$ cat src/rtl/odometer_pkg.sv
`default_nettype none
// ----------------------------------------------------------------------------
// odometer_pkg : shared types and helpers for the ring-oscillator odometer
// Rev 1.0
// ----------------------------------------------------------------------------
package odometer_pkg;

  typedef enum logic [2:0] {
    ST_IDLE   = 3'd0,
    ST_STRESS = 3'd1,
    ST_SETTLE = 3'd2,
    ST_MEAS   = 3'd3,
    ST_DONE   = 3'd4
  } state_t;

  localparam logic [1:0] SEL_ENC_INV  = 2'd0;
  localparam logic [1:0] SEL_ENC_NAND = 2'd1;
  localparam logic [1:0] SEL_ENC_NOR  = 2'd2;
  localparam logic [1:0] SEL_ILLEGAL  = 2'd3;

  // Returns {nor, nand, inv}; the illegal code selects no chain.
  function automatic logic [2:0] sel_onehot(input logic [1:0] sel);
    logic [2:0] oh;
    oh = 3'b000;
    case (sel)
      SEL_ENC_INV:  oh = 3'b001;
      SEL_ENC_NAND: oh = 3'b010;
      SEL_ENC_NOR:  oh = 3'b100;
      default:      oh = 3'b000;
    endcase
    return oh;
  endfunction

endpackage
`default_nettype wire

$ cat src/rtl/rosc_edge_counter.sv
`default_nettype none
// ----------------------------------------------------------------------------
// rosc_edge_counter : synchronizes the oscillator output and counts its rising
// edges into a saturating counter with a sticky saturation flag.
// Rev 1.0
// ----------------------------------------------------------------------------
module rosc_edge_counter #(
  parameter int CNT_W = 16
) (
  input  logic             clk,
  input  logic             rst_n,
  input  logic             rosc_in,
  input  logic             clr,
  input  logic             en,
  output logic [CNT_W-1:0] count,
  output logic             sat
);

  localparam logic [CNT_W-1:0] c_cnt_max = '1;

  logic             r_sync1;
  logic             r_sync2;
  logic             r_hist;
  logic [CNT_W-1:0] r_count;
  logic             r_sat;
  logic             w_edge;

  assign w_edge = r_sync2 & ~r_hist;
  assign count  = r_count;
  assign sat    = r_sat;

  always_ff @(posedge clk or negedge rst_n) begin
    if (!rst_n) begin
      r_sync1 <= 1'b0;
      r_sync2 <= 1'b0;
      r_hist  <= 1'b0;
      r_count <= '0;
      r_sat   <= 1'b0;
    end else begin
      r_sync1 <= rosc_in;
      r_sync2 <= r_sync1;
      r_hist  <= r_sync2;
      if (clr) begin
        r_count <= '0;
        r_sat   <= 1'b0;
      end else if (en && w_edge) begin
        // An edge arriving at full scale is dropped and flagged.
        if (r_count == c_cnt_max) r_sat <= 1'b1;
        else                      r_count <= r_count + CNT_W'(1);
      end
    end
  end

endmodule
`default_nettype wire

$ cat src/rtl/odometer_meas_sequencer.sv
`default_nettype none
// ----------------------------------------------------------------------------
// odometer_meas_sequencer : runs one stress / settle / measure cycle of the
// three-chain ring-oscillator odometer and returns the edge count.
// Rev 1.0
// ----------------------------------------------------------------------------
module odometer_meas_sequencer
  import odometer_pkg::*;
#(
  parameter int CNT_W      = 16,
  parameter int STRESS_W   = 24,
  parameter int SETTLE_CYC = 8,
  parameter int WIN_CYC    = 1024
) (
  input  logic                clk,
  input  logic                rst_n,
  input  logic                cmd_valid,
  output logic                cmd_ready,
  input  logic [1:0]          cmd_sel,
  input  logic                cmd_ac,
  input  logic [STRESS_W-1:0] cmd_stress_cyc,
  input  logic                abort,
  input  logic                rosc_out,
  output logic                sel_inv,
  output logic                sel_nand,
  output logic                sel_nor,
  output logic                start,
  output logic                ac_dc,
  output logic                en_power_rosc,
  output logic                en_rosc,
  output logic                meas_stress,
  output logic                res_valid,
  input  logic                res_ready,
  output logic [CNT_W-1:0]    res_count,
  output logic                res_sat,
  output logic                res_err,
  output logic                busy
);

  localparam int c_phase_max = (WIN_CYC > SETTLE_CYC) ? WIN_CYC : SETTLE_CYC;
  localparam int c_phase_w   = $clog2(c_phase_max);
  localparam logic [c_phase_w-1:0] c_settle_load = c_phase_w'(SETTLE_CYC - 1);
  localparam logic [c_phase_w-1:0] c_win_load    = c_phase_w'(WIN_CYC - 1);

  state_t                r_state;
  state_t                w_nxt;
  logic [STRESS_W-1:0]   r_stress_cnt;
  logic [c_phase_w-1:0]  r_phase_cnt;
  logic [1:0]            r_sel;
  logic                  r_ac;
  logic                  w_accept;
  logic [1:0]            w_sel_eff;
  logic                  w_ac_eff;
  logic [2:0]            w_sel_oh;
  logic                  w_nxt_stress;
  logic                  w_nxt_run;
  logic                  w_cnt_clr;
  logic                  w_cnt_en;

  assign w_accept  = cmd_valid & cmd_ready & ~abort;
  // Outputs are registered from the next state, so the command fields must be
  // taken straight from the port on the accepting edge.
  assign w_sel_eff = w_accept ? cmd_sel : r_sel;
  assign w_ac_eff  = w_accept ? cmd_ac  : r_ac;
  assign w_sel_oh  = sel_onehot(w_sel_eff);

  assign w_nxt_stress = (w_nxt == ST_STRESS);
  assign w_nxt_run    = (w_nxt == ST_SETTLE) || (w_nxt == ST_MEAS);

  always_comb begin
    w_nxt = r_state;
    case (r_state)
      ST_IDLE: begin
        if (w_accept) begin
          if (cmd_sel == SEL_ILLEGAL)     w_nxt = ST_DONE;
          else if (cmd_stress_cyc != '0)  w_nxt = ST_STRESS;
          else                            w_nxt = ST_SETTLE;
        end
      end
      ST_STRESS: if (r_stress_cnt == STRESS_W'(1)) w_nxt = ST_SETTLE;
      ST_SETTLE: if (r_phase_cnt == '0)            w_nxt = ST_MEAS;
      ST_MEAS:   if (r_phase_cnt == '0)            w_nxt = ST_DONE;
      ST_DONE:   if (res_ready)                    w_nxt = ST_IDLE;
      default:                                     w_nxt = ST_IDLE;
    endcase
    if (abort && (r_state != ST_IDLE)) w_nxt = ST_IDLE;
  end

  always_ff @(posedge clk or negedge rst_n) begin
    if (!rst_n) begin
      r_state       <= ST_IDLE;
      r_stress_cnt  <= '0;
      r_phase_cnt   <= '0;
      r_sel         <= 2'd0;
      r_ac          <= 1'b0;
      cmd_ready     <= 1'b1;
      busy          <= 1'b0;
      res_valid     <= 1'b0;
      res_err       <= 1'b0;
      start         <= 1'b0;
      ac_dc         <= 1'b0;
      en_power_rosc <= 1'b0;
      en_rosc       <= 1'b0;
      meas_stress   <= 1'b0;
      sel_inv       <= 1'b0;
      sel_nand      <= 1'b0;
      sel_nor       <= 1'b0;
    end else begin
      r_state <= w_nxt;

      if (w_accept) begin
        r_sel <= cmd_sel;
        r_ac  <= cmd_ac;
      end

      if (w_accept)                   r_stress_cnt <= cmd_stress_cyc;
      else if (r_state == ST_STRESS)  r_stress_cnt <= r_stress_cnt - STRESS_W'(1);

      if ((w_nxt == ST_SETTLE) && (r_state != ST_SETTLE))    r_phase_cnt <= c_settle_load;
      else if ((w_nxt == ST_MEAS) && (r_state != ST_MEAS))   r_phase_cnt <= c_win_load;
      else if (r_phase_cnt != '0)                            r_phase_cnt <= r_phase_cnt - c_phase_w'(1);

      if (w_accept)              res_err <= (cmd_sel == SEL_ILLEGAL);
      else if (w_nxt == ST_IDLE) res_err <= 1'b0;

      cmd_ready     <= (w_nxt == ST_IDLE);
      busy          <= (w_nxt != ST_IDLE);
      res_valid     <= (w_nxt == ST_DONE);
      start         <= w_nxt_stress;
      ac_dc         <= w_nxt_stress & w_ac_eff;
      en_power_rosc <= w_nxt_stress | w_nxt_run;
      en_rosc       <= w_nxt_run;
      meas_stress   <= w_nxt_run;
      sel_inv       <= w_nxt_run & w_sel_oh[0];
      sel_nand      <= w_nxt_run & w_sel_oh[1];
      sel_nor       <= w_nxt_run & w_sel_oh[2];
    end
  end

  // Clearing in IDLE as well keeps the count at zero for rejected commands.
  assign w_cnt_clr = (r_state == ST_IDLE) || (r_state == ST_SETTLE);
  assign w_cnt_en  = (r_state == ST_MEAS);

  rosc_edge_counter #(
    .CNT_W (CNT_W)
  ) u_edge_counter (
    .clk     (clk),
    .rst_n   (rst_n),
    .rosc_in (rosc_out),
    .clr     (w_cnt_clr),
    .en      (w_cnt_en),
    .count   (res_count),
    .sat     (res_sat)
  );

endmodule
`default_nettype wire
$ cat config.mk
export PLATFORM = sky130hd
export DESIGN_NAME = odometer_meas_sequencer
export DESIGN_NICKNAME = d
export VERILOG_FILES = /design/src/rtl/odometer_pkg.sv /design/src/rtl/rosc_edge_counter.sv /design/src/rtl/odometer_meas_sequencer.sv
export SDC_FILE = /design/constraint.sdc
export NUM_CORES = 1
export LEC_CHECK = 0
export ABC_CLOCK_PERIOD_IN_PS = 7100
export BUFFER_PORTS_ARGS = -buffer_cell sky130_fd_sc_hd__buf_2
export CAP_MARGIN = 20
export CORE_MARGIN = 10
export CORE_UTILIZATION = 48
export CTS_CLUSTER_SIZE = 10
export DETAILED_ROUTE_END_ITERATION = 7
export HOLD_SLACK_MARGIN = 0.05
export PLACE_DENSITY = 0.81
export SLEW_MARGIN = 20
export SYNTH_ARGS = -nofsm -noshare
export SYNTH_HDL_FRONTEND = slang
export SYNTH_HIERARCHICAL = 1
export SYNTH_SLANG_ARGS = --single-unit
$ cat constraint.sdc
create_clock -name clk -period 7.1 [get_ports clk]
set_clock_uncertainty 0.1 [all_clocks]
set_input_delay 0.355 -clock clk [delete_from_list [all_inputs] [get_ports clk]]
set_output_delay 0.355 -clock clk [all_outputs]
set_load 0.05 [all_outputs]
# After elaboration in Yosys (flattened, before gate mapping)

Index checks and enable logic that the tools add are counted.
Widths: inputs -> output; s select.

Register bits: 71
Input port bits: 33
Output and inout bits: 29

Add/sub/neg operators: 3
Reductions and logical operators: 21
Equality and inequality tests: 16
Bitwise logic cells: 10
Mux-type cells: 25

Operators with widths:

| kind                  | number |
|---|---|
| $mux 16               | 3 |
| $mux 24               | 2 |
| $mux 10               | 3 |
| $eq 24x1->1 const B   | 1 |
| $reduce_bool 24->1    | 1 |
| $sub 24x1->24 const B | 1 |
| $mux 3                | 7 |
| $add 16x1->16 const B | 1 |
| $eq 16x16->1 const B  | 1 |
| $pmux 3 s5            | 1 |
| $eq 3x2->1 const B    | 4 |
| $logic_not 10->1      | 1 |
| $reduce_bool 10->1    | 1 |
| $sub 10x1->10 const B | 1 |
| $pmux 3 s3            | 1 |
| $reduce_bool 3->1     | 3 |
| $reduce_bool 2->1     | 4 |
| $and 1x1->1           | 7 |
| $eq 3x1->1 const B    | 2 |
| $eq 3x3->1 const B    | 2 |
| $logic_not 3->1       | 2 |
| $mux 1                | 6 |
| $ne 3x2->1 const B    | 2 |
| $eq 2x2->1 const B    | 2 |
| 9 further kinds       | 16 |

# Longest topological paths before layout

Gate-level depths: netlist of the first run.

Word-level depth: 10
Mapped depth: 8

# Modules after synthesis

Netlist of the first run, hierarchy kept.

By module, submodules not included:

| module                  | area each (sq um) | instances | cells each |
|---|---|---|---|
| odometer_meas_sequencer | 2723.9            | 1         | 289 |
| rosc_edge_counter       | 1077.3            | 1         | 109 |

# Worst setup path after synthesis of the first run

Ideal clock, no wire load.

Path kind: register to register
Start point: reg r_phase_cnt[0]
End point: reg r_phase_cnt[1]
Arrival time: 2323 ps
Cell stages (with the launch flop): 9
Buffers on the path: 0
Slack: 4533 ps
Clock period less this slack: 2567 ps
Cell sequence: dfrtp_1 > inv_1 > ha_1 > or4b_1 > nor4_4 > mux2i_1 > nor2_1 > o31ai_1 > o211ai_1

Cells in the longest elaborated chain, start to end: 8

Ends and longest elaborated chain:

| what                             | RTL line                                                     | RTL |
|---|---|---|
| start: declaration               | odometer_meas_sequencer.sv:48                                | `logic [c_phase_w-1:0] r_phase_cnt;` |
| start signal: assignment         | odometer_meas_sequencer.sv:119                               | `if ((w_nxt == ST_SETTLE) && (r_state != ST_SETTLE)) r_phase_cnt <= c_settle_load;` |
| start signal: assignment         | odometer_meas_sequencer.sv:120                               | `else if ((w_nxt == ST_MEAS) && (r_state != ST_MEAS)) r_phase_cnt <= c_win_load;` |
| start signal: assignment         | odometer_meas_sequencer.sv:121                               | `else if (r_phase_cnt != '0) r_phase_cnt <= r_phase_cnt - c_phase_w'(1);` |
| $logic_not 10->1                 | odometer_meas_sequencer.sv:81, odometer_meas_sequencer.sv:82 |  |
| $mux 3, on equally long branches | odometer_meas_sequencer.sv:82, odometer_meas_sequencer.sv:81 |  |
| $pmux 3 s5                       | odometer_meas_sequencer.sv:72                                | `case (r_state)` |
| $mux 3                           | odometer_meas_sequencer.sv:86                                | `if (abort && (r_state != ST_IDLE)) w_nxt = ST_IDLE;` |
| $eq 3x2->1                       | odometer_meas_sequencer.sv:120                               |  |
| $logic_and 1x1->1                | odometer_meas_sequencer.sv:120                               |  |
| $mux 10                          | odometer_meas_sequencer.sv:120                               |  |
| $mux 10                          | odometer_meas_sequencer.sv:119                               |  |

Several ways; a longest one is shown, not always the timed one. The select of a mux whose other input is x is not followed.
A chain may end at the register's enable or synchronous reset.

# Worst setup path after layout of the first run

Same ends and word-level chain as after synthesis.

==> flow_metrics.env, run 1 <==
export IMPL_outcome="complete, no violations"
export IMPL_clockRootBuffer="clkbuf_8"
export IMPL_multi_input_area_um2=1920
export IMPL_synthCells=398
export IMPL_port_buffers=61
export IMPL_leakagePower_nw=1.90
export IMPL_synth_top_area_cell="dfrtp_1"
export IMPL_clockBufferDepth=2
export IMPL_min_period_ns=2.90
export IMPL_die_x_um=109
export IMPL_irDropWorstVdd_mv=0.168
export IMPL_syn_to_final_growth_pct=17.3
export IMPL_ant_nets=0
export IMPL_p_int_mw=0.886
export IMPL_netlist_area_um2=3800
export IMPL_ys_seq_area_frac=0.468
export IMPL_startpoint_type="flop"
export IMPL_setup_violations_final=0
export IMPL_fin_area_um2=4460
export IMPL_finalNetCount=499
export IMPL_drv_cap=0
export IMPL_layout_drive_gt1_share=0.216
export IMPL_antenna_cells=0
export IMPL_avgSynthCellArea_um2=9.55
export IMPL_initial_core_util=0.492
export IMPL_hold_ws_ns=0.0863
export IMPL_coreArea_um2=7730
export IMPL_wl_um=8540
export IMPL_critPathKind="reg -> reg"
export IMPL_setup_slack_ns=4.20
export IMPL_finalHoldViolCount=0
export IMPL_p_seq_frac=0.446
export IMPL_synth_top_area_share=0.461
export IMPL_n_fill_cell=680
export IMPL_setup_tns_ns=0
export IMPL_wl_per_cell_um=15.0
export IMPL_dp_hpwl_um=6290
export IMPL_antenna_found_initial=0
export IMPL_grt_pass1_wl_um=14200
export IMPL_clockPowerShare=0.288
export IMPL_cts_tree="yes"
export IMPL_cts_buffers_inserted=9
export IMPL_synth_edf_count=0
export IMPL_p_comb_frac=0.266
export IMPL_post_route_period_util=0.409
export IMPL_relSlewSlack=0.416
export IMPL_pre_cts_ws_ns=4.24
export IMPL_dr_total_vias=3190
export IMPL_dpl_cell_area_um2=4210
export IMPL_clk_latency_ns=0.35
export IMPL_die_area_um2=11900
export IMPL_finalMaxSlewViolations=0
export IMPL_swShare=0.335
export IMPL_crit_path_end_kind="flop"
export IMPL_synth_warnings=6
export IMPL_gr_total_overflow=0
export IMPL_grt_pass1_vias=3144
export IMPL_pin_count=62
export IMPL_cts_num_sinks=71
export IMPL_track_usage=0.147
export IMPL_total_power_mw=1.33
export IMPL_ys_top_cells_by_area="dfrtp_1 (46%), a21oi_1 (6.8%), nor2_1 (5.1%)"
export IMPL_async_flop_share=1.00
export IMPL_netSwitchingPower_mw=0.446
export IMPL_crit_fanout=8
export IMPL_rsz0062_at_grt="false"
export IMPL_hold_class="in -> async"
export IMPL_cts_max_level=3
export IMPL_tightestPinTransition_ns=0.877
export IMPL_cp_required_ns=7.21
export IMPL_gp_congestion=0.841
export IMPL_cp_arrival_ns=3.01
export IMPL_synth_seq_cells=71
export IMPL_via_per_inst=5.61
export IMPL_ff2ff_path_depth=8
export IMPL_dr_first_iter_drc_count=125
export IMPL_dieHeight_um=109
export IMPL_synth_ff_type="dfrtp_1"
export IMPL_power_density_nw_per_um2=299
export IMPL_path_clk_slew_ns=0.07
export IMPL_drtPass1Iterations=6
export IMPL_synth_nets=435
export IMPL_register_area_um2=1780
export IMPL_grt_max_degree=72
export IMPL_ys_types=57
export IMPL_placementRows=32
export IMPL_fmax_mhz=344
export IMPL_drc=0
## cells in the mapped netlist (6+ instances only)
master / n
nor2_1: 52
or4_1: 12
a21oi_1: 52
nor2b_1: 6
nor3_1: 9
o21ai_0: 9
nand2_1: 24
nor4_1: 12
nand4_1: 7
nand2b_1: 6
nand3_1: 11
or3_1: 7
inv_1: 12
clkbuf_1: 7
dfrtp_1: 70
mux2i_1: 6
xnor2_1: 15
xor2_1: 8
o31ai_1: 11
## critical path, cell delays in order (launching register included)
cell and delay (ns):
dfrtp_1 0.40, inv_1 0.10, ha_1 0.21, or4b_1 0.55, nor4_4 0.50, mux2i_1 0.30, nor2_1 0.09, o31ai_1 0.36
o211ai_1 0.15
## stage by stage
stage / utilization / std cells
global route: 0.577 / 569
floorplan: - / 398
detailed placement: 0.544 / 552
finish: 0.577 / 569
CTS: 0.577 / 569
global placement: 0.544 / 552
## placed cells by master, fill, tap and decap left out, types with 2 or more instances in the layout
cell	n
nor4_2	3
dfrtp_1	70
ha_1	4
nand4_1	7
nor3_1	9
nor4b_1	2
nor2_1	52
o21ai_0	9
a21oi_1	52
xnor2_1	15
buf_2	61
clkbuf_8	13
mux2_2	2
or4_1	12
buf_4	4
and2_1	2
mux2i_1	6
and3_1	2
nor3b_1	3
xor2_1	8
a31oi_1	4
bufinv_16	2
nor2b_1	6
nor4_1	12
and3_2	3
inv_1	12
mux2_1	2
o211ai_1	3
nand3_1	11
nor4_4	2
a21o_1	2
nand2b_1	6
nand2_1	24
o31ai_1	11
or3_1	7
## flip-flops by register name, indices dropped and copies added (netlist names), 2 cells and up
signal / cells
r_state: 3
r_stress_cnt: 24
r_sel: 2
r_phase_cnt: 10
u_edge_counter/count: 16
## power by group through the flow
stage	Clock, mW	Combinational (mW)	Sequential, mW
detailed placement	0	0.354	0.601
floorplan	0	0.248	0.612
global route	0.407	0.401	0.609
CTS	0.389	0.357	0.594
global placement	0	0.343	0.593
finish	0.384	0.354	0.594
## area by class of cell
cell class	count	share of cell area
multi-input cells	302	0.431
inverters	12	0.0101
repair buffers	66	0.0774
clock buffers	14	0.0410
well taps	102	0.0286
flip-flops and latches	71	0.399
clock inverters	2	0.0135
## final timing paths
kind / startpoint / end / slack, ns
worst max-delay path: r_phase_cnt[0] / r_phase_cnt[1] / 4.20
worst min-delay path: rst_n / u_edge_counter/count[13] / 0.09
max in group asynchronous: rst_n / r_stress_cnt[9] / 6.22
worst max register to register: r_phase_cnt[0] / r_phase_cnt[1] / 4.20
min in group clk: cmd_ac / r_ac / 0.17
worst min register to register: u_edge_counter/r_sync1 / u_edge_counter/r_sync2 / 0.25
## metal layers
| metal | vias to the layer above | global-route usage | part of all wire |
|---|---|---|---|
| li1 | 1572 | - | - |
| met1 | 1512 | 0.186 | 0.45 |
| met2 | 91 | 0.228 | 0.47 |
| met3 | 15 | 0.0366 | 0.060 |
| met4 | 0 | 0.0800 | 0.019 |
| met5 | - | 0 | 0 |
## kinds of logic (layout without fill, tap and decap cells)
group | Yosys count | count (layout) | synth area share
compound gates | 87 | 87 | 0.137
xor+xnor | 23 | 23 | 0.0530
fa+ha+maj | 5 | 5 | 0.0158
buf+inv | 25 | 94 | 0.0270
flops | 71 | 71 | 0.468
mux | 10 | 10 | 0.0276
simple gates | 177 | 177 | 0.272
## repair_timing
item | CTS | global route
setup buffers | 0 | 0
gates resized for setup | 0 | 0
hold endpoints to repair | 1 | 0
hold buffers | 1 | 0
No activity file was read; power rests on OpenSTA's default activity.
==> inputs of run 2 (changes only) <==
--- a/config.mk
+++ b/config.mk
@@ -5,7 +5,7 @@
 export SDC_FILE = /design/constraint.sdc
 export NUM_CORES = 1
 export LEC_CHECK = 0
-export ABC_CLOCK_PERIOD_IN_PS = 7100
+export ABC_CLOCK_PERIOD_IN_PS = 2500
 export BUFFER_PORTS_ARGS = -buffer_cell sky130_fd_sc_hd__buf_2
 export CAP_MARGIN = 20
 export CORE_MARGIN = 10
@@ -13,7 +13,7 @@
 export CTS_CLUSTER_SIZE = 10
 export DETAILED_ROUTE_END_ITERATION = 7
 export HOLD_SLACK_MARGIN = 0.05
-export PLACE_DENSITY = 0.81
+export PLACE_DENSITY = 0.83
 export SLEW_MARGIN = 20
 export SYNTH_ARGS = -nofsm -noshare
 export SYNTH_HDL_FRONTEND = slang
==> constraint.sdc (replaced) <==
create_clock -name clk -period 2.5 [get_ports clk]
set_clock_uncertainty 0.1 [all_clocks]
set_input_delay 0.125 -clock clk [delete_from_list [all_inputs] [get_ports clk]]
set_output_delay 0.125 -clock clk [all_outputs]
set_load 0.05 [all_outputs]
==> flow_metrics.env, run 2 (synthesized netlist as in run 1, its figures left out) <==
export IMPL_port_buffers=61
export IMPL_drc=0
export IMPL_cts_buffers_inserted=9
export IMPL_n_fill_cell=607
export IMPL_finalHoldViolCount=0
export IMPL_pre_cts_ws_ns=0.0143
export IMPL_finalNetCount=541
export IMPL_cts_tree="yes"
export IMPL_layout_common_cells="dfrtp_1 (69), buf_2 (61), a21oi_1 (52), nor2_1 (51), dlygate4sd3_1 (30)"
export IMPL_grt_max_degree=72
export IMPL_irDropWorstVdd_mv=0.365
export IMPL_hold_class="in -> reg"
export IMPL_gr_total_overflow=0
export IMPL_antenna_cells=0
export IMPL_cp_slowest_cell="or4b_4"
export IMPL_antenna_found_initial=0
export IMPL_path_delay_family="compound AO/OA/AOI/OAI gates"
export IMPL_startpoint_type="flop"
export IMPL_swShare=0.354
export IMPL_via_per_inst=5.71
export IMPL_p_int_mw=2.46
export IMPL_wirelength_met1_um=3960
export IMPL_path_buf_inv=0
export IMPL_p_seq_frac=0.447
export IMPL_coreArea_um2=7730
export IMPL_netSwitchingPower_mw=1.35
export IMPL_min_period_ns=2.43
export IMPL_initial_core_util=0.492
export IMPL_p_comb_frac=0.300
export IMPL_setup_tns_ns=0
export IMPL_multi_input_area_um2=1970
export IMPL_tightestPinTransition_ns=0.540
export IMPL_critPathKind="reg -> reg"
export IMPL_grt_pass1_vias=3387
export IMPL_relSlewSlack=0.635
export IMPL_leakagePower_nw=2.08
export IMPL_clockRootBuffer="clkbuf_8"
export IMPL_clk_latency_ns=0.35
export IMPL_finalMaxSlewViolations=0
export IMPL_cp_arrival_ns=2.60
export IMPL_layout_drive_gt1_share=0.236
export IMPL_total_power_mw=3.81
export IMPL_clockPowerShare=0.254
export IMPL_grt_pass1_wl_um=15900
export IMPL_die_x_um=109
export IMPL_max_stage_delay_ns=0.54
export IMPL_ant_nets=0
export IMPL_dieHeight_um=109
export IMPL_gp_congestion=0.860
export IMPL_fmax_mhz=411
export IMPL_dpl_cell_area_um2=4270
export IMPL_crit_path_end_kind="flop"
export IMPL_wl_met3_um=814
export IMPL_dr_first_iter_drc_count=210
export IMPL_largest_register="r_stress_cnt"
export IMPL_dr_total_vias=3489
export IMPL_finalCoreUtilization=0.630
export IMPL_setup_violations_final=0
export IMPL_die_area_um2=11900
export IMPL_fin_area_um2=4870
export IMPL_cts_max_level=3
export IMPL_cp_cell_sequence="or2_0, or4b_4, o32a_4, a21oi_4, o21ai_4, a21oi_1"
export IMPL_largest_reg_flops=24
export IMPL_syn_to_final_growth_pct=28.1
export IMPL_wl_um=9940
export IMPL_outcome="complete, no violations"
export IMPL_pin_count=62
export IMPL_drtPass1Iterations=5
export IMPL_setup_slack_ns=0.0651
export IMPL_dp_hpwl_um=6640
export IMPL_path_clk_slew_ns=0.07
export IMPL_cp_required_ns=2.66
export IMPL_placementRows=32
export IMPL_cts_num_sinks=71
export IMPL_layout_commonest_cell="dfrtp_1"
export IMPL_post_route_period_util=0.974
export IMPL_power_density_nw_per_um2=782
export IMPL_drv_cap=0
export IMPL_register_area_um2=1780
export IMPL_track_usage=0.165
export IMPL_crit_fanout=7
export IMPL_wl_per_cell_um=16.3
export IMPL_clockBufferDepth=2
export IMPL_top_layer="met4"
export IMPL_dr_wl_met2_um=4990
run 2: worst paths after layout:
kind | slack [ns] | start | cells after the start | to
min reg2reg | 0.26 | u_edge_counter/r_sync1 | 0 | u_edge_counter/r_sync2
min | 0.12 | res_ready | 4 | busy
max in group asynchronous | 1.73 | rst_n | 3 | cmd_ready
min in group asynchronous | 0.23 | rst_n | 3 | u_edge_counter/count[13]
max reg2reg | 0.07 | r_state[1] | 6 | r_phase_cnt[8]
max | 0.07 | r_state[1] | 6 | r_phase_cnt[8]
run 2: area by class of cell:
cell class	count	share of cell area
Clock inverter	2	0.00771
Tap cell	102	0.0262
Sequential cell	71	0.365
Clock buffer	14	0.0355
Timing Repair Buffer	107	0.152
Inverter	12	0.00925
Multi-Input combinational cell	303	0.404
run 2: power groups by stage:
stage	Clock [mW]	Sequential, mW	Combinational, mW
finish	0.966	1.70	1.14
global route	1.04	1.74	1.24
CTS	0.988	1.69	1.12
detailed placement	0	1.71	1.07
global placement	0	1.68	1.03
floorplan	0	1.74	0.705
run 2: timing repair:
action	in CTS	in global routing
setup endpoints to repair	1	23
buffers inserted	0	5
gates resized for setup	1	8
hold endpoints to repair	102	0
pin swaps	0	4
hold buffers	30	0
gates cloned	0	1
run 2: worst reg2reg max path, stage by stage (launching register included):
cell	delay, ns
dfrtp_1	0.46
or2_0	0.28
or4b_4	0.54
o32a_4	0.43
a21oi_4	0.24
o21ai_4	0.14
a21oi_1	0.17
run 2: through the flow:
stage                     instances  hold slack (ns)
after global placement          559           0.0775
after detailed placement        559           0.0796
after global routing            611            0.150
after floorplan                 398           -0.271
after CTS                       605            0.101
final                           611            0.119
run 2: per-layer routing:
layer  vias up  track usage
met2       145        0.274
met1      1668        0.193
li1       1655            -
met3        21       0.0549
met4         0       0.0687
met5         -            0
==> inputs of run 3 (changes only) <==
--- a/config.mk
+++ b/config.mk
@@ -5,15 +5,14 @@
 export SDC_FILE = /design/constraint.sdc
 export NUM_CORES = 1
 export LEC_CHECK = 0
-export ABC_CLOCK_PERIOD_IN_PS = 2500
+export ABC_CLOCK_PERIOD_IN_PS = 2800
 export BUFFER_PORTS_ARGS = -buffer_cell sky130_fd_sc_hd__buf_2
 export CAP_MARGIN = 20
 export CORE_MARGIN = 10
 export CORE_UTILIZATION = 48
-export CTS_CLUSTER_SIZE = 10
 export DETAILED_ROUTE_END_ITERATION = 7
 export HOLD_SLACK_MARGIN = 0.05
-export PLACE_DENSITY = 0.83
+export PLACE_DENSITY = 0.81
 export SLEW_MARGIN = 20
 export SYNTH_ARGS = -nofsm -noshare
 export SYNTH_HDL_FRONTEND = slang
==> constraint.sdc (replaced) <==
create_clock -name clk -period 2.8 [get_ports clk]
set_clock_uncertainty 0.1 [all_clocks]
set_input_delay 0.14 -clock clk [delete_from_list [all_inputs] [get_ports clk]]
set_output_delay 0.14 -clock clk [all_outputs]
set_load 0.05 [all_outputs]
==> flow_metrics.env, run 3 (synthesized netlist as in run 1, its figures left out) <==
export IMPL_clockRootBuffer="clkbuf_8"
export IMPL_crit_path_end_kind="flop"
export IMPL_hold_class="in -> reg"
export IMPL_p_int_mw=2.09
export IMPL_register_area_um2=1780
export IMPL_drtPass1Iterations=5
export IMPL_critPathKind="reg -> reg"
export IMPL_wl_um=9430
export IMPL_dieHeight_um=109
export IMPL_crit_fanout=12
export IMPL_layout_common_cells="dfrtp_1 (70), buf_2 (61), nor2_1 (52), a21oi_1 (52), dlygate4sd3_1 (30)"
export IMPL_wl_per_cell_um=15.7
export IMPL_power_density_nw_per_um2=696
export IMPL_track_usage=0.161
export IMPL_ant_nets=0
export IMPL_irDropWorstVdd_mv=0.355
export IMPL_worst_hold_path_endpoint="busy"
export IMPL_reg2reg_to="u_edge_counter/count[14]"
export IMPL_rr_startpoint="r_state[2]"
export IMPL_clockBufferDepth=2
export IMPL_clk_latency_ns=0.34
export IMPL_finalNetCount=529
export IMPL_initial_core_util=0.492
export IMPL_cts_max_level=3
export IMPL_outcome="complete, no violations"
export IMPL_layout_drive_gt1_share=0.211
export IMPL_post_route_period_util=0.932
export IMPL_gp_congestion=0.836
export IMPL_path_clk_slew_ns=0.08
export IMPL_grt_pass1_wl_um=15700
export IMPL_cts_num_sinks=71
export IMPL_holdPathStages=4
export IMPL_layout_commonest_cell="dfrtp_1"
export IMPL_coreArea_um2=7730
export IMPL_port_buffers=61
export IMPL_cp_arrival_ns=2.78
export IMPL_setup_violations_final=0
export IMPL_dr_first_iter_drc_count=151
export IMPL_setup_slack_ns=0.191
export IMPL_placementRows=32
export IMPL_antenna_found_initial=0
export IMPL_n_fill_cell=629
export IMPL_multi_input_area_um2=1930
export IMPL_tightestPinTransition_ns=0.922
export IMPL_leakagePower_nw=2.00
export IMPL_syn_to_final_growth_pct=24.5
export IMPL_pre_cts_ws_ns=0.118
export IMPL_setup_tns_ns=0
export IMPL_finalHoldViolCount=0
export IMPL_reg2reg_slack_ns=0.19
export IMPL_netSwitchingPower_mw=1.20
export IMPL_p_seq_frac=0.461
export IMPL_antenna_cells=0
export IMPL_swShare=0.365
export IMPL_finalMaxSlewViolations=0
export IMPL_min_period_ns=2.61
export IMPL_startpoint_type="flop"
export IMPL_fmax_mhz=383
export IMPL_largest_register="r_stress_cnt"
export IMPL_grt_pass1_vias=3304
export IMPL_ff2ff_path_depth=6
export IMPL_via_per_inst=5.61
export IMPL_gr_total_overflow=0
export IMPL_grt_max_degree=55
export IMPL_die_area_um2=11900
export IMPL_pin_count=62
export IMPL_relSlewSlack=0.383
export IMPL_dp_hpwl_um=6510
export IMPL_largest_reg_flops=24
export IMPL_p_comb_frac=0.289
export IMPL_dr_total_vias=3360
export IMPL_min_from="res_ready"
export IMPL_drv_cap=0
export IMPL_cp_required_ns=2.97
export IMPL_drc=0
export IMPL_cts_buffers_inserted=9
export IMPL_rsz0062_at_grt="false"
export IMPL_die_x_um=109
export IMPL_cts_tree="yes"
export IMPL_clockPowerShare=0.251
-- run 3: cell types whose count changed in the layout (fill, tap and decap cells not counted), moves of 2 or more --
| cell | change |
|---|---|
| clkbuf_8 | -3 |
| buf_4 | -11 |
| clkinvlp_4 | +2 |
| clkinv_2 | +2 |
| clkbuf_1 | -2 |
-- run 3: per-stage QoR --
stage	instance area, um^2	power, mW	util	hold WS, ns	cells
5_1_grt	4730	3.51	0.612	0.159	599
2_1_floorplan	3800	2.18	-	-0.256	398
3_3_place_gp	4230	2.39	0.547	0.159	553
4_1_cts	4720	3.29	0.611	0.127	599
6_report	4730	3.29	0.612	0.144	599
3_5_place_dp	4230	2.43	0.547	0.160	553
-- run 3: worst max-delay path, cell delays in order (launching register included) --
cell and delay [ns]:
dfrtp_1 0.49, or2b_1 0.31, nor2_1 0.26, and3b_1 0.44, o211ai_1 0.31, or4_1 0.46
a21oi_1 0.16
-- run 3: layout make-up --
type                       count  area share
clock buffer                   9      0.0262
timing repair buffer          96       0.139
inverter                      12     0.00952
sequential                    71       0.376
tap                          102      0.0270
multi-input combinational    302       0.408
clock inverter                 7      0.0151
-- run 3: power by group through the flow --
stage	logic (mW)	registers [mW]	clock network, mW
final	0.951	1.52	0.825
after CTS	0.945	1.51	0.842
after global routing	1.07	1.55	0.894
after floorplan	0.630	1.55	0
after global placement	0.879	1.51	0
after detailed placement	0.907	1.53	0
-- run 3: worst max path at each step --
stage	start	endpoint	slack [ns]
3_5_place_dp	r_phase_cnt[0]	r_phase_cnt[2]	0.12
3_3_place_gp	r_phase_cnt[0]	r_phase_cnt[1]	0.29
4_1_cts	r_phase_cnt[0]	r_phase_cnt[2]	0.09
2_1_floorplan	r_phase_cnt[0]	r_phase_cnt[1]	0.23
5_1_grt	r_state[2]	u_edge_counter/count[10]	0.02
6_report	r_state[2]	u_edge_counter/count[14]	0.19
-- run 3: metal layers --
| metal | part of all wire | vias to the layer above | GRT usage |
|---|---|---|---|
| met5 | 0 | - | 0 |
| met4 | 0.013 | 0 | 0.0687 |
| met3 | 0.061 | 12 | 0.0378 |
| met2 | 0.49 | 113 | 0.262 |
| met1 | 0.43 | 1604 | 0.202 |
| li1 | - | 1631 | - |
-- run 3: what timing repair did --
action / 4_1_cts / 5_1_grt
setup buffers: 0 / 0
gates resized for setup: 0 / 2
endpoints found under the hold margin: 64 / 0
hold buffers: 30 / 0
endpoints found under the setup margin: 0 / 3
